`src/rtl/alu_seq_if.sv`:
```
// Operand/result bus between the CPU datapath controller and alu_seq.
// master: controller side (drives operands and start); slave: the ALU.
interface alu_seq_if #(
  parameter int unsigned WIDTH = 8
);
  logic [WIDTH-1:0] aBus;
  logic [WIDTH-1:0] bBus;
  logic [3:0]       f;
  logic             start;
  logic             write_cz;
  logic [WIDTH-1:0] cBus;
  logic             valid;
  logic             busy;
  logic             CF;
  logic             ZF;
  logic             NF;
  logic             VF;

  modport master (
    output aBus, bBus, f, start, write_cz,
    input  cBus, valid, busy, CF, ZF, NF, VF
  );

  modport slave (
    input  aBus, bBus, f, start, write_cz,
    output cBus, valid, busy, CF, ZF, NF, VF
  );
endinterface

```
`src/rtl/alu_seq.sv`:
```
// Sequenced datapath ALU: single-cycle arithmetic/logic/shift ops with a
// registered C bus and valid pulse, plus a WIDTH-cycle shift-add multiplier
// guarded by a start/busy handshake. Flags update only under write_cz.
// Optional feature macro: ALU_OVERFLOW_FLAG_EN (signed overflow flag VF;
// when undefined VF is tied low and no overflow logic exists).
module alu_seq #(
  parameter int unsigned WIDTH = 8
) (
  input  logic     clk_ALU,
  input  logic     rst_ALU,
  alu_seq_if.slave alu
);

  localparam int unsigned SHW = $clog2(WIDTH);
  localparam int unsigned PW  = 2 * WIDTH;

  localparam logic [3:0] OP_A    = 4'b0000;
  localparam logic [3:0] OP_B    = 4'b0001;
  localparam logic [3:0] OP_INCA = 4'b0010;
  localparam logic [3:0] OP_INCB = 4'b0011;
  localparam logic [3:0] OP_ADD  = 4'b0100;
  localparam logic [3:0] OP_SUB  = 4'b0101;
  localparam logic [3:0] OP_AND  = 4'b0110;
  localparam logic [3:0] OP_OR   = 4'b0111;
  localparam logic [3:0] OP_SHL  = 4'b1000;
  localparam logic [3:0] OP_SHR  = 4'b1001;
  localparam logic [3:0] OP_MULL = 4'b1010;
  localparam logic [3:0] OP_MULH = 4'b1011;
  localparam logic [3:0] OP_XOR  = 4'b1100;
  localparam logic [3:0] OP_NOT  = 4'b1101;

  typedef enum logic [1:0] {IDLE, MUL, DONE} state_t;

  state_t           state_q;
  logic [WIDTH-1:0] cbus_q;
  logic             valid_q;
  logic             busy_q;
  logic             cf_q;
  logic             zf_q;
  logic             nf_q;
  logic [3:0]       f_q;
  logic             wcz_q;
  logic [PW-1:0]    mcand_q;
  logic [WIDTH-1:0] mplier_q;
  logic [PW-1:0]    prod_q;
  logic [SHW-1:0]   cnt_q;

  // single-cycle datapath signals
  logic [WIDTH:0]   ext_a;
  logic [WIDTH:0]   ext_b;
  logic [WIDTH:0]   wide;
  logic [SHW-1:0]   sh;
  logic [WIDTH-1:0] res_d;
  logic             carry_d;
  logic             flags_en_d;
  logic             is_mul_d;

  // multiplier signals
  logic [PW-1:0]    prod_d;
  logic [WIDTH-1:0] mul_res_d;
  logic             mul_carry_d;

`ifdef ALU_OVERFLOW_FLAG_EN
  logic             vf_q;
  logic             ovf_d;
`endif

  assign alu.cBus  = cbus_q;
  assign alu.valid = valid_q;
  assign alu.busy  = busy_q;
  assign alu.CF    = cf_q;
  assign alu.ZF    = zf_q;
  assign alu.NF    = nf_q;
`ifdef ALU_OVERFLOW_FLAG_EN
  assign alu.VF    = vf_q;
`else
  assign alu.VF    = 1'b0;
`endif

  // Single-cycle result and carry, computed from the live operand bus.
  always_comb begin
    ext_a      = {1'b0, alu.aBus};
    ext_b      = {1'b0, alu.bBus};
    sh         = alu.bBus[SHW-1:0];
    wide       = '0;
    res_d      = '0;
    carry_d    = 1'b0;
    flags_en_d = alu.write_cz;
    is_mul_d   = (alu.f == OP_MULL) || (alu.f == OP_MULH);
    case (alu.f)
      OP_A:    res_d = alu.aBus;
      OP_B:    res_d = alu.bBus;
      OP_INCA: begin
        wide    = ext_a + (WIDTH + 1)'(1);
        res_d   = wide[WIDTH-1:0];
        carry_d = wide[WIDTH];
      end
      OP_INCB: begin
        wide    = ext_b + (WIDTH + 1)'(1);
        res_d   = wide[WIDTH-1:0];
        carry_d = wide[WIDTH];
      end
      OP_ADD: begin
        wide    = ext_a + ext_b;
        res_d   = wide[WIDTH-1:0];
        carry_d = wide[WIDTH];
      end
      OP_SUB: begin
        // bit WIDTH of the extended difference is the unsigned borrow
        wide    = ext_a - ext_b;
        res_d   = wide[WIDTH-1:0];
        carry_d = wide[WIDTH];
      end
      OP_AND:  res_d = alu.aBus & alu.bBus;
      OP_OR:   res_d = alu.aBus | alu.bBus;
      OP_SHL: begin
        // the extra top bit catches the last bit shifted out (0 when sh==0)
        wide    = ext_a << sh;
        res_d   = wide[WIDTH-1:0];
        carry_d = wide[WIDTH];
      end
      OP_SHR: begin
        wide    = {alu.aBus, 1'b0} >> sh;
        res_d   = wide[WIDTH:1];
        carry_d = wide[0];
      end
      OP_MULL, OP_MULH: res_d = '0;
      OP_XOR:  res_d = alu.aBus ^ alu.bBus;
      OP_NOT:  res_d = ~alu.aBus;
      default: begin
        // reserved codes: zero result, flags never touched
        res_d      = '0;
        flags_en_d = 1'b0;
      end
    endcase
  end

`ifdef ALU_OVERFLOW_FLAG_EN
  // Signed overflow for ADD/SUB only.
  always_comb begin
    ovf_d = 1'b0;
    if (alu.f == OP_ADD) begin
      ovf_d = (alu.aBus[WIDTH-1] == alu.bBus[WIDTH-1]) &&
              (res_d[WIDTH-1] != alu.aBus[WIDTH-1]);
    end else if (alu.f == OP_SUB) begin
      ovf_d = (alu.aBus[WIDTH-1] != alu.bBus[WIDTH-1]) &&
              (res_d[WIDTH-1] != alu.aBus[WIDTH-1]);
    end
  end
`endif

  // One shift-add step and the half selected for the final result.
  always_comb begin
    prod_d      = mplier_q[0] ? (prod_q + mcand_q) : prod_q;
    mul_res_d   = (f_q == OP_MULH) ? prod_d[PW-1:WIDTH] : prod_d[WIDTH-1:0];
    mul_carry_d = (f_q == OP_MULL) && (prod_d[PW-1:WIDTH] != '0);
  end

  // Control FSM, multiplier registers and registered outputs.
  always_ff @(posedge clk_ALU or posedge rst_ALU) begin
    if (rst_ALU) begin
      state_q  <= IDLE;
      cbus_q   <= '0;
      valid_q  <= 1'b0;
      busy_q   <= 1'b0;
      cf_q     <= 1'b0;
      zf_q     <= 1'b0;
      nf_q     <= 1'b0;
`ifdef ALU_OVERFLOW_FLAG_EN
      vf_q     <= 1'b0;
`endif
      f_q      <= '0;
      wcz_q    <= 1'b0;
      mcand_q  <= '0;
      mplier_q <= '0;
      prod_q   <= '0;
      cnt_q    <= '0;
    end else begin
      valid_q <= 1'b0;
      case (state_q)
        MUL: begin
          prod_q   <= prod_d;
          mcand_q  <= mcand_q << 1;
          mplier_q <= mplier_q >> 1;
          cnt_q    <= cnt_q + SHW'(1);
          // last step: publish the product now so DONE is the valid cycle
          if (cnt_q == SHW'(WIDTH - 1)) begin
            state_q <= DONE;
            busy_q  <= 1'b0;
            valid_q <= 1'b1;
            cbus_q  <= mul_res_d;
            if (wcz_q) begin
              cf_q <= mul_carry_d;
              zf_q <= (mul_res_d == '0);
              nf_q <= mul_res_d[WIDTH-1];
`ifdef ALU_OVERFLOW_FLAG_EN
              vf_q <= 1'b0;
`endif
            end
          end
        end
        IDLE, DONE: begin
          // DONE has busy low, so it accepts a new start like IDLE
          state_q <= IDLE;
          if (alu.start) begin
            f_q   <= alu.f;
            wcz_q <= alu.write_cz;
            if (is_mul_d) begin
              state_q  <= MUL;
              busy_q   <= 1'b1;
              mcand_q  <= PW'(alu.aBus);
              mplier_q <= alu.bBus;
              prod_q   <= '0;
              cnt_q    <= '0;
            end else begin
              valid_q <= 1'b1;
              cbus_q  <= res_d;
              if (flags_en_d) begin
                cf_q <= carry_d;
                zf_q <= (res_d == '0);
                nf_q <= res_d[WIDTH-1];
`ifdef ALU_OVERFLOW_FLAG_EN
                vf_q <= ovf_d;
`endif
              end
            end
          end
        end
        default: state_q <= IDLE;
      endcase
    end
  end

endmodule
```
`src/flat_wrapper.sv`:
```
// flat-port wrapper written by rule: the top's interface ports become plain ports
module alu_seq_flat 
#(
  parameter int unsigned WIDTH = 8
)
  (clk_ALU, rst_ALU, alu_aBus, alu_bBus, alu_f, alu_start, alu_write_cz, alu_cBus, alu_valid, alu_busy, alu_CF, alu_ZF, alu_NF, alu_VF);
  alu_seq_if #(.WIDTH(WIDTH)) alu_i ();
  input  logic clk_ALU;
  input  logic rst_ALU;
  input wire logic [$bits(alu_i.aBus)-1:0] alu_aBus;
  input wire logic [$bits(alu_i.bBus)-1:0] alu_bBus;
  input wire logic [$bits(alu_i.f)-1:0] alu_f;
  input wire logic [$bits(alu_i.start)-1:0] alu_start;
  input wire logic [$bits(alu_i.write_cz)-1:0] alu_write_cz;
  output wire logic [$bits(alu_i.cBus)-1:0] alu_cBus;
  output wire logic [$bits(alu_i.valid)-1:0] alu_valid;
  output wire logic [$bits(alu_i.busy)-1:0] alu_busy;
  output wire logic [$bits(alu_i.CF)-1:0] alu_CF;
  output wire logic [$bits(alu_i.ZF)-1:0] alu_ZF;
  output wire logic [$bits(alu_i.NF)-1:0] alu_NF;
  output wire logic [$bits(alu_i.VF)-1:0] alu_VF;
  assign alu_i.aBus = alu_aBus;
  assign alu_i.bBus = alu_bBus;
  assign alu_i.f = alu_f;
  assign alu_i.start = alu_start;
  assign alu_i.write_cz = alu_write_cz;
  assign alu_cBus = alu_i.cBus;
  assign alu_valid = alu_i.valid;
  assign alu_busy = alu_i.busy;
  assign alu_CF = alu_i.CF;
  assign alu_ZF = alu_i.ZF;
  assign alu_NF = alu_i.NF;
  assign alu_VF = alu_i.VF;
  alu_seq #(.WIDTH(WIDTH)) u_core (.clk_ALU(clk_ALU), .rst_ALU(rst_ALU), .alu(alu_i));
endmodule
```
`config.mk`:
```
export PLATFORM = sky130hd
export DESIGN_NAME = alu_seq_flat
export DESIGN_NICKNAME = d
export VERILOG_FILES = /design/src/rtl/alu_seq_if.sv /design/src/rtl/alu_seq.sv /design/src/flat_wrapper.sv
export SDC_FILE = /design/constraint.sdc
export NUM_CORES = 1
export LEC_CHECK = 0
export BUFFER_PORTS_ARGS = -buffer_cell sky130_fd_sc_hd__buf_2
export CAP_MARGIN = 5
export CORE_ASPECT_RATIO = 2
export CORE_MARGIN = 2
export CORE_UTILIZATION = 55
export DETAILED_ROUTE_END_ITERATION = 16
export GPL_ROUTABILITY_DRIVEN = 0
export PLACE_DENSITY = 0.71
export SLEW_MARGIN = 10
export SYNTH_ARGS = -nofsm -noshare
export SYNTH_HDL_FRONTEND = slang
export SYNTH_SLANG_ARGS = --single-unit
```
`constraint.sdc`:
```
create_clock -name clk_ALU -period 3.8 [get_ports clk_ALU]
set_input_delay 0.19 -clock clk_ALU [delete_from_list [all_inputs] [get_ports clk_ALU]]
set_output_delay 0.19 -clock clk_ALU [all_outputs]
set_load 0.005 [all_outputs]
```
==> results.json, run 1 <==
{
  "outcome": "finished clean",
  "grt_max_degree": 40,
  "cp-end-kind": "flip-flop",
  "dr.pass1.iters": 5,
  "fin_area_um2": 6850,
  "min_path_type": "primary input to asynchronous set/reset pin",
  "nets": 839,
  "die_y_um": 155,
  "hold_viol": 0,
  "setup_viol": 0,
  "via_per_inst": 6.90,
  "pin_count": 38,
  "synth_edf_count": 0,
  "post-cts-setup-buffer-count": 0,
  "synth_top_area_cell": "dfrtp_1",
  "hpwl_mm": 15.6,
  "synthTopCellsByCount": "105 x nand2_1, 63 x dfrtp_1, 48 x clkbuf_1",
  "critPathBufInv": 0,
  "die_w_um": 79.6,
  "worstSkewPairLatency_ns": 0.34,
  "r2r_setup_slack_ns": 0.61,
  "clock.fmax_mhz": 314,
  "seq_area_frac_synth": 0.251,
  "clock_sinks": 63,
  "power_switching_w": 0.00188,
  "synth_warnings": 0,
  "synth_area_leaders": "dfrtp_1 25%, ha_1 9.0%, nand2_1 6.3%, mux2i_1 3.8%, o21ai_0 3.6%",
  "antenna_left": 0,
  "rsz0062_at_grt": "false",
  "synth-seq-cells": 63,
  "async_flop_share": 1.00,
  "drv_slew": 0,
  "dieArea_um2": 12400,
  "netlist.area_leader.share": 0.251,
  "num_vias": 6309,
  "antenna_found_initial": 0,
  "power.sequential.fraction": 0.280,
  "fin_skew_ns": 0.00584,
  "maxSlewHeadroom": 0.431,
  "pwr-share-comb": 0.508,
  "synth_ff_type": "dfrtp_1",
  "area_growth_pct": 8.98,
  "cp_data_arrival_time_ns": 3.42,
  "multi_input_area_um2": 4340,
  "synth_area_per_cell_um2": 8.21,
  "crit_chain": "ha_1 -> fa_1 -> a211o_1 -> a21oi_1 -> o22ai_1 -> a221oi_2 -> xnor2_1 -> mux2_2 -> o22a_1 -> o41ai_2",
  "fin_crit_sh": 0.839,
  "fillers": 995,
  "cts-root-buf": "clkbuf_16",
  "clkPwrFrac": 0.212,
  "power_density_nw_per_um2": 624,
  "cts_hold_buf": 0,
  "seq_area_um2": 1580,
  "synthCells": 766,
  "synth_area_um2": 6290,
  "postSynthNetCount": 838,
  "crit_path_top_delay_cell": "fa_1",
  "track_usage": 0.352,
  "critPathRequiredTime_ns": 4.03,
  "maxCapViolCount": 0,
  "post_cts_resized": 0,
  "ir_worst_vdd_uv": 318,
  "ctsLongestPathBuffers": 2,
  "path_class": "flip-flop to flip-flop",
  "htreeDepth": 3,
  "drive_gt1_frac": 0.145,
  "post-synth-top-count-cell": "nand2_1",
  "route.detailed.drc": 0,
  "switching_share": 0.439,
  "cts_tree": "done",
  "clk_pin_slew_ns": 0.06,
  "critPathLaunchType": "flip-flop",
  "postPlaceCellArea_um2": 6520,
  "finalSetupTns_ns": 0,
  "drt_iter0_markers": 582,
  "wl_mm": 20.9,
  "min_period_ns": 3.19,
  "io_buffers": 36,
  "cp_top_family": "compound AO/OA/AOI/OAI gates",
  "diodes": 0,
  "wl_per_cell_um": 22.9,
  "core_area_um2": 11200,
  "start_util": 0.560,
  "tightest_slew_ns": 0.845,
  "critPathMaxFanout": 4,
  "p_int_w": 0.00240,
  "worst_r2r_startpoint": "u_core.prod_q[0]$_DFFE_PP0P_",
  "num_rows": 55,
  "grt_pass1_vias": 6232,
  "p_leak_nw": 3.14,
  "crit_path_start": "u_core.prod_q[0]$_DFFE_PP0P_",
  "slowest_delay_ns": 0.49,
  "grt_overflow_total": 0,
  "grt_pass1_wl_mm": 33.4,
  "netlist-cell-type-count": 79,
  "cts_buffers": 9
}
## metal layers
layer	GRT usage	wire, um	share of wire
met1	0.365	7050	0.34
met2	0.593	10700	0.51
met3	0.0655	1180	0.056
met4	0.303	2060	0.098
met5	0	0	0
## cell usage in the layout (no fill, tap or decap), drive strengths merged, types with 16 or more instances in the layout
cell type | synthesis | routed
ha | 45 | 45
nor2 | 32 | 32
mux2 | 18 | 18
xnor2 | 20 | 20
nor3 | 16 | 16
a22oi | 17 | 17
dfrtp | 63 | 63
o21ai | 45 | 45
buf | 14 | 52
inv | 32 | 33
nand2 | 105 | 105
mux2i | 24 | 24
a21oi | 28 | 28
nand3 | 24 | 24
## layout make-up
type | instances | share of cell area
sequential | 63 | 0.230
clock buffer | 10 | 0.0349
tap | 142 | 0.0259
inverter | 33 | 0.0181
multi-input combinational | 608 | 0.634
timing repair buffer | 52 | 0.0438
clock inverter | 6 | 0.0135
## path summary, 6_finish.rpt
path | end | cells after the start
worst max-delay path | u_core.alu.ZF$_DFFE_PP0P_ | 10
worst min-delay path | u_core.cnt_q[0]$_DFFE_PP0P_ | 2
worst max register to register | u_core.alu.ZF$_DFFE_PP0P_ | 10
worst min register to register | u_core.alu.busy$_DFFE_PP0P_ | 1
max in group asynchronous | u_core.prod_q[6]$_DFFE_PP0P_ | 3
min in group clk_ALU | u_core.wcz_q$_DFFE_PP0P_ | 2
## sequential cells by signal (all words and copies together) (netlist names)
signal / count
u_core.alu.valid: 1
u_core.f_q: 4
u_core.alu.busy: 1
u_core.mcand_q: 16
u_core.alu.NF: 1
u_core.prod_q: 16
u_core.alu.ZF: 1
u_core.alu.CF: 1
u_core.state_q: 2
u_core.mplier_q: 8
u_core.wcz_q: 1
u_core.alu.cBus: 8
u_core.cnt_q: 3
## cell families (layout without fill, tap and decap cells)
kind of cell / after synthesis / in the layout / synth area share
compound gates: 222 / 222 / 0.249
xor+xnor: 25 / 25 / 0.0348
fa+ha+maj: 48 / 48 / 0.0991
flops: 63 / 63 / 0.251
simple gates: 264 / 264 / 0.215
buf+inv: 95 / 101 / 0.0591
other cells: 1 / 1 / 0.000597
mux: 48 / 48 / 0.0920
## metrics by stage
stage | util | setup slack [ns] | total power [W] | cells | hold WS, ns
floorplan | - | 0.885 | 0.00266 | 766 | 0.307
global placement | 0.581 | 0.698 | 0.00325 | 898 | 0.404
detailed placement | 0.581 | 0.647 | 0.00332 | 898 | 0.414
CTS | 0.611 | 0.633 | 0.00424 | 914 | 0.0584
global route | 0.611 | 0.440 | 0.00454 | 914 | 0.0871
finish | 0.611 | 0.613 | 0.00428 | 914 | 0.0193
## power by group through the flow
stage	Sequential (W)	Clock [W]	Combinational [W]
final	0.00120	0.000906	0.00217
after global routing	0.00123	0.000944	0.00237
after CTS	0.00119	0.000916	0.00213
after detailed placement	0.00120	0	0.00212
after global placement	0.00119	0	0.00206
after floorplan	0.00110	0	0.00155
Power figures use the tool's default switching activity.
==> inputs of run 2 (changes only) <==
ABC_AREA = 1   (was not set)
clock period = 3 ns   (was 3.8 ns; I/O delays follow)
==> run 2 against run 1 <==
Via count increased by 10%. Highest routed layer unchanged. Register-to-register slack lost 0.13 ns. Clock power increased by 35%. Utilization grew 2.0 points. First-iteration DRC count is 36% lower. Power up 26%. Clock-buffer cell count down 1. Critical endpoint unchanged. Sequential share of layout area barely moved. Non-clock buffer count is 6 higher.
==> results.json, run 2 <==
{
  "outcome": "finished clean",
  "r2r_setup_slack_ns": 0.48,
  "synth_area_per_cell_um2": 6.07,
  "clock.fmax_mhz": 397,
  "multi_input_area_um2": 3940,
  "async_flop_share": 1.00,
  "slowest_delay_ns": 0.51,
  "critPathRequiredTime_ns": 3.23,
  "grt_pass1_vias": 6939,
  "core_area_um2": 10900,
  "grt_overflow_total": 0,
  "cp.depth": 16,
  "seq_area_frac_synth": 0.257,
  "ctsLongestPathBuffers": 2,
  "hold_viol": 0,
  "critPathLaunchType": "flip-flop",
  "maxCapViolCount": 0,
  "synth_area_leaders": "dfrtp_1 26%, nand2_1 22%, ha_1 9.2%, nand3_1 7.8%, inv_1 7.2%",
  "dieArea_um2": 12100,
  "pin_count": 38,
  "post_cts_resized": 0,
  "wl_mm": 22.5,
  "ir_worst_vdd_uv": 448,
  "setup_viol": 0,
  "antenna_found_initial": 0,
  "cts-root-buf": "clkbuf_16",
  "synth_area_um2": 6130,
  "start_util": 0.563,
  "track_usage": 0.388,
  "crit_top_cell": "nand2_1",
  "diodes": 0,
  "path_class": "flip-flop to flip-flop",
  "synth_top_area_cell": "dfrtp_1",
  "grt_pass1_wl_mm": 35.4,
  "synthCells": 1009,
  "crit_path_top_delay_cell": "fa_1",
  "layout_common_cells": "361 x nand2_1, 117 x inv_1, 98 x nor2_1",
  "final_common_cell": "nand2_1",
  "fin_area_um2": 6860,
  "cts_hold_buf": 1,
  "postSynthNetCount": 1081,
  "cp_data_arrival_time_ns": 2.75,
  "clk_pin_slew_ns": 0.06,
  "cts_tree": "done",
  "crit_chain": "ha_1 -> fa_1 -> nand3_1 -> nand3_1 -> nand2_1 -> nand3_1 -> nand3_1 -> nand2_1 -> o21ai_0 -> inv_1 -> nand2_1 -> nor2_1 -> nand2_1 -> nand2_1 -> nand2_1 -> nand2_1",
  "num_vias": 6939,
  "route.detailed.drc": 0,
  "critPathBufInv": 1,
  "area_growth_pct": 11.9,
  "min_path_type": "primary input to flip-flop",
  "min_period_ns": 2.52,
  "via_per_inst": 5.81,
  "synth_warnings": 0,
  "cp_top_family": "simple AND/OR/NAND/NOR gates",
  "num_rows": 54,
  "worstRegToRegCells": 16,
  "worstSkewPairLatency_ns": 0.33,
  "r2r_end": "u_core.alu.ZF$_DFFE_PP0P_",
  "dr.pass1.iters": 5,
  "drive_gt1_frac": 0.0844,
  "tightest_slew_ns": 0.776,
  "maxSlewHeadroom": 0.481,
  "synth-seq-cells": 63,
  "synth_edf_count": 0,
  "fin_crit_sh": 0.840,
  "post-synth-top-count-cell": "nand2_1",
  "drt_iter0_markers": 371,
  "synth_ff_type": "dfrtp_1",
  "grt_max_degree": 29,
  "nets": 1121,
  "wl_per_cell_um": 18.9,
  "cts_buffers": 9,
  "die_y_um": 153,
  "postPlaceCellArea_um2": 6500,
  "clock_sinks": 63,
  "netlist.area_leader.share": 0.257,
  "antenna_left": 0,
  "drv_slew": 0,
  "power_density_nw_per_um2": 786,
  "htreeDepth": 3,
  "fin_skew_ns": 0.00534,
  "rsz0062_at_grt": "false",
  "cp-end-kind": "flip-flop",
  "largest_registers": "u_core.mcand_q x16, u_core.prod_q x16",
  "critPathMaxFanout": 5,
  "post-cts-setup-buffer-count": 0,
  "hold_slack_ns": 0.0377,
  "worst_r2r_startpoint": "u_core.mcand_q[0]$_DFFE_PP0P_",
  "p_leak_nw": 3.68,
  "seq_area_um2": 1580,
  "hpwl_mm": 18.0,
  "crit_path_start": "u_core.mcand_q[0]$_DFFE_PP0P_",
  "crit_end": "u_core.alu.ZF$_DFFE_PP0P_",
  "die_w_um": 78.6,
  "netlist-cell-type-count": 40,
  "fillers": 1139,
  "synthTopCellsByCount": "361 x nand2_1, 118 x inv_1, 98 x nor2_1",
  "finalSetupTns_ns": 0,
  "io_buffers": 36
}
## run 2: cell count changes after synthesis, sizes merged, moves of 17 or more
cell,change
inv,+90
mux2i,-24
o21ai,+24
mux2,-18
nand2,+258
nand3,+72
xnor2,-17
nor2,+72
clkbuf,-36
## run 2: worst min path at each step
stage | startpoint | to | slack (ns) | cells after the start
2_1_floorplan | alu_write_cz | u_core.wcz_q$_DFFE_PP0P_ | 0.27 | 2
3_3_place_gp | rst_ALU | u_core.alu.valid$_DFF_PP0_ | 0.25 | 2
3_5_place_dp | rst_ALU | u_core.alu.cBus[6]$_DFFE_PP0P_ | 0.26 | 2
4_1_cts | alu_write_cz | u_core.wcz_q$_DFFE_PP0P_ | 0.04 | 3
5_1_grt | alu_write_cz | u_core.wcz_q$_DFFE_PP0P_ | 0.04 | 3
6_report | alu_write_cz | u_core.wcz_q$_DFFE_PP0P_ | 0.04 | 3
## run 2: logic make-up (layout without fill, tap and decap cells)
| kind of cell | after synthesis | after routing | synth area share |
|---|---|---|---|
| other | 1 | 1 | 0.000612 |
| flip-flops | 63 | 63 | 0.257 |
| adder cells (fa/ha/maj) | 48 | 48 | 0.102 |
| AO/OA/AOI/OAI | 137 | 137 | 0.128 |
| buffers and inverters | 154 | 199 | 0.0994 |
| XOR/XNOR | 5 | 5 | 0.00715 |
| AND/OR/NAND/NOR | 601 | 601 | 0.406 |
## run 2: report_power, final
group,internal (W),switching [W]
combinational,0.000929,0.00176
sequential,0.00119,0.000291
clock,0.000814,0.000403
total,0.00293,0.00245
## run 2: stage by stage
step,setup slack [ns],total power (W),cells,util
detailed placement,0.441,0.00412,1177,0.598
global route,0.199,0.00580,1194,0.630
global placement,0.441,0.00409,1177,0.598
finish,0.480,0.00539,1194,0.630
floorplan,0.864,0.00324,1009,-
CTS,0.472,0.00536,1194,0.630
## run 2: cell type report
cell class	count	share of cell area
Sequential cell	63	0.230
Timing Repair Buffer	58	0.0507
Tap cell	140	0.0255
Inverter	125	0.0684
Multi-Input combinational cell	792	0.575
Clock buffer	9	0.0328
Clock inverter	7	0.0175
## run 2: per-layer routing
metal / track usage / part of all wire / up-vias
li1: - / - / 3327
met1: 0.340 / 0.31 / 3152
met2: 0.687 / 0.52 / 310
met3: 0.0661 / 0.048 / 150
met4: 0.409 / 0.13 / 0
met5: 0 / 0 / -
## run 2: tightest hold or removal path, delay by kind of cell
kind          cells  cell delay [ns]
simple gates      2             0.10
buf+inv           1             0.09
==> inputs of run 3 (changes only) <==
PLACE_DENSITY = 0.74   (was 0.71)
clock period = 2.3 ns   (was 3 ns; I/O delays follow)
==> run 3 against run 2 <==
The run now ends with setup timing left. Clock-buffer cell count unchanged. Die area unchanged. First-iteration DRC count up 34%. Sequential share of layout area down 1.3 points. Worst setup slack worse by 0.51 ns. Sequential power up 30%. Worst hold slack worse by 0.032 ns. Critical path depth down 2. Global-route usage down 0.65 points. Sequential cell count unchanged.
==> results.json, run 3 (synthesized netlist as in run 2, its figures left out) <==
{
  "die_w_um": 78.6,
  "hold_slack_ns": 0.00526,
  "ir_worst_vdd_uv": 609,
  "crit_path_start": "u_core.prod_q[14]$_DFFE_PP0P_",
  "clock.fmax_mhz": 429,
  "hp-start": "alu_write_cz",
  "drv_slew": 0,
  "fin_util": 0.669,
  "fillers": 1057,
  "via_per_inst": 5.84,
  "dr.pass1.iters": 5,
  "failed_checks": "setup timing",
  "critPathLaunchType": "flip-flop",
  "nets": 1167,
  "diodes": 0,
  "cp_data_arrival_time_ns": 2.61,
  "track_usage": 0.381,
  "seq_area_um2": 1580,
  "layout_common_cells": "357 x nand2_1, 117 x inv_1, 95 x nor2_1",
  "core_area_um2": 10900,
  "clk_pin_slew_ns": 0.06,
  "wl_mm": 22.6,
  "io_buffers": 36,
  "postPlaceCellArea_um2": 6850,
  "htreeDepth": 3,
  "clock_sinks": 63,
  "route.detailed.drc": 0,
  "setup_viol": 2,
  "min_path_type": "primary input to flip-flop",
  "fin_crit_sh": 1.01,
  "worst_r2r_startpoint": "u_core.prod_q[14]$_DFFE_PP0P_",
  "wl_per_cell_um": 18.2,
  "grt_overflow_total": 0,
  "dieArea_um2": 12100,
  "hpwl_mm": 17.9,
  "die_y_um": 153,
  "grt_max_degree": 27,
  "fin_area_um2": 7280,
  "power_density_nw_per_um2": 996,
  "final_common_cell": "nand2_1",
  "r2r_end": "u_core.alu.ZF$_DFFE_PP0P_",
  "worstSkewPairLatency_ns": 0.33,
  "tightest_slew_ns": 0.616,
  "finalSetupTns_ns": -0.0470,
  "outcome": "finished, violations left",
  "start_util": 0.563,
  "cts-root-buf": "clkbuf_16",
  "largest_registers": "u_core.mcand_q x16, u_core.prod_q x16",
  "timing.final.ws_setup_ns": -0.0300,
  "min_period_ns": 2.33,
  "pin_count": 38,
  "critPathMaxFanout": 4,
  "ctsLongestPathBuffers": 2,
  "cts_tree": "done",
  "drive_gt1_frac": 0.144,
  "drt_iter0_markers": 497,
  "critPathRequiredTime_ns": 2.58,
  "cts_buffers": 9,
  "fin_skew_ns": 0.00761,
  "num_vias": 7242,
  "post-cts-setup-buffer-count": 0,
  "area_growth_pct": 18.8,
  "grt_pass1_vias": 7141,
  "maxSlewHeadroom": 0.587,
  "grt_pass1_wl_mm": 35.2,
  "r2r_setup_slack_ns": -0.03,
  "num_rows": 54,
  "antenna_left": 0,
  "multi_input_area_um2": 4070,
  "worstRegToRegCells": 14,
  "cp-end-kind": "flip-flop",
  "path_class": "flip-flop to flip-flop",
  "hold_viol": 0,
  "p_leak_nw": 3.89,
  "antenna_found_initial": 0,
  "maxCapViolCount": 0,
  "crit_end": "u_core.alu.ZF$_DFFE_PP0P_"
}
run 3: changes by cell type in the layout (fill, tap and decap cells not counted), moves of 3 or more:
cell	delta
nand3_2	+6
nand3_1	-6
ha_1	-8
nor2_2	+3
ha_4	+5
ha_2	+3
nor2_1	-3
buf_4	+46
nand2_1	-4
nand2_2	+4
o21ai_0	-3
run 3: per-stage QoR:
step                      total power, W  cells  setup slack [ns]
after floorplan                  0.00422   1009             0.164
after global placement           0.00553   1223           -0.0151
after global routing             0.00775   1240            -0.250
final                            0.00725   1240           -0.0300
after CTS                        0.00699   1240            0.0216
after detailed placement         0.00560   1223           -0.0534
run 3: what timing repair did:
| item | in CTS | in global routing |
|---|---|---|
| gates resized for setup | 2 | 27 |
| endpoints found under the setup margin | 2 | 9 |
| hold endpoints to repair | 24 | 0 |
| hold buffers | 1 | 0 |
| pin swaps | 0 | 3 |
run 3: power by group:
part           leakage, nW  internal, W  switching [W]
Sequential           0.820      0.00155       0.000374
Clock                0.145     0.000839       0.000522
Combinational         2.93      0.00149        0.00247
run 3: routing by layer:
layer | wire (um) | track usage | part of all wire
met3 | 1350 | 0.0732 | 0.059
met2 | 11500 | 0.685 | 0.51
met5 | 0 | 0 | 0
met4 | 2900 | 0.400 | 0.13
met1 | 6840 | 0.322 | 0.30
run 3: worst min-delay path by stage:
stage                                      end  slack (ns)  cells after the start
finish                u_core.wcz_q$_DFFE_PP0P_       0.005                      3
global route          u_core.wcz_q$_DFFE_PP0P_        0.03                      3
CTS                   u_core.wcz_q$_DFFE_PP0P_       0.009                      3
detailed placement  u_core.alu.valid$_DFF_PP0_        0.19                      2
global placement    u_core.alu.valid$_DFF_PP0_        0.19                      2
floorplan             u_core.wcz_q$_DFFE_PP0P_        0.23                      2
run 3: area by class of cell:
class / instances / share of cell area
sequential: 63 / 0.217
multi-input combinational: 792 / 0.559
timing repair buffer: 104 / 0.0952
tap: 140 / 0.0241
inverter: 125 / 0.0645
clock inverter: 7 / 0.0101
clock buffer: 9 / 0.0309
run 3: critical path, stage by stage (launching register included):
cell	delay, ns
dfrtp_1	0.40
ha_1	0.38
a21oi_1	0.39
nand2_1	0.11
a21oi_1	0.18
nand2_1	0.07
nand2_1	0.05
nand3_1	0.16
nand3_1	0.15
nand3_1	0.08
nor2_1	0.08
nand2_1	0.06
nand2_1	0.05
nand2_1	0.04
nand2_1	0.06
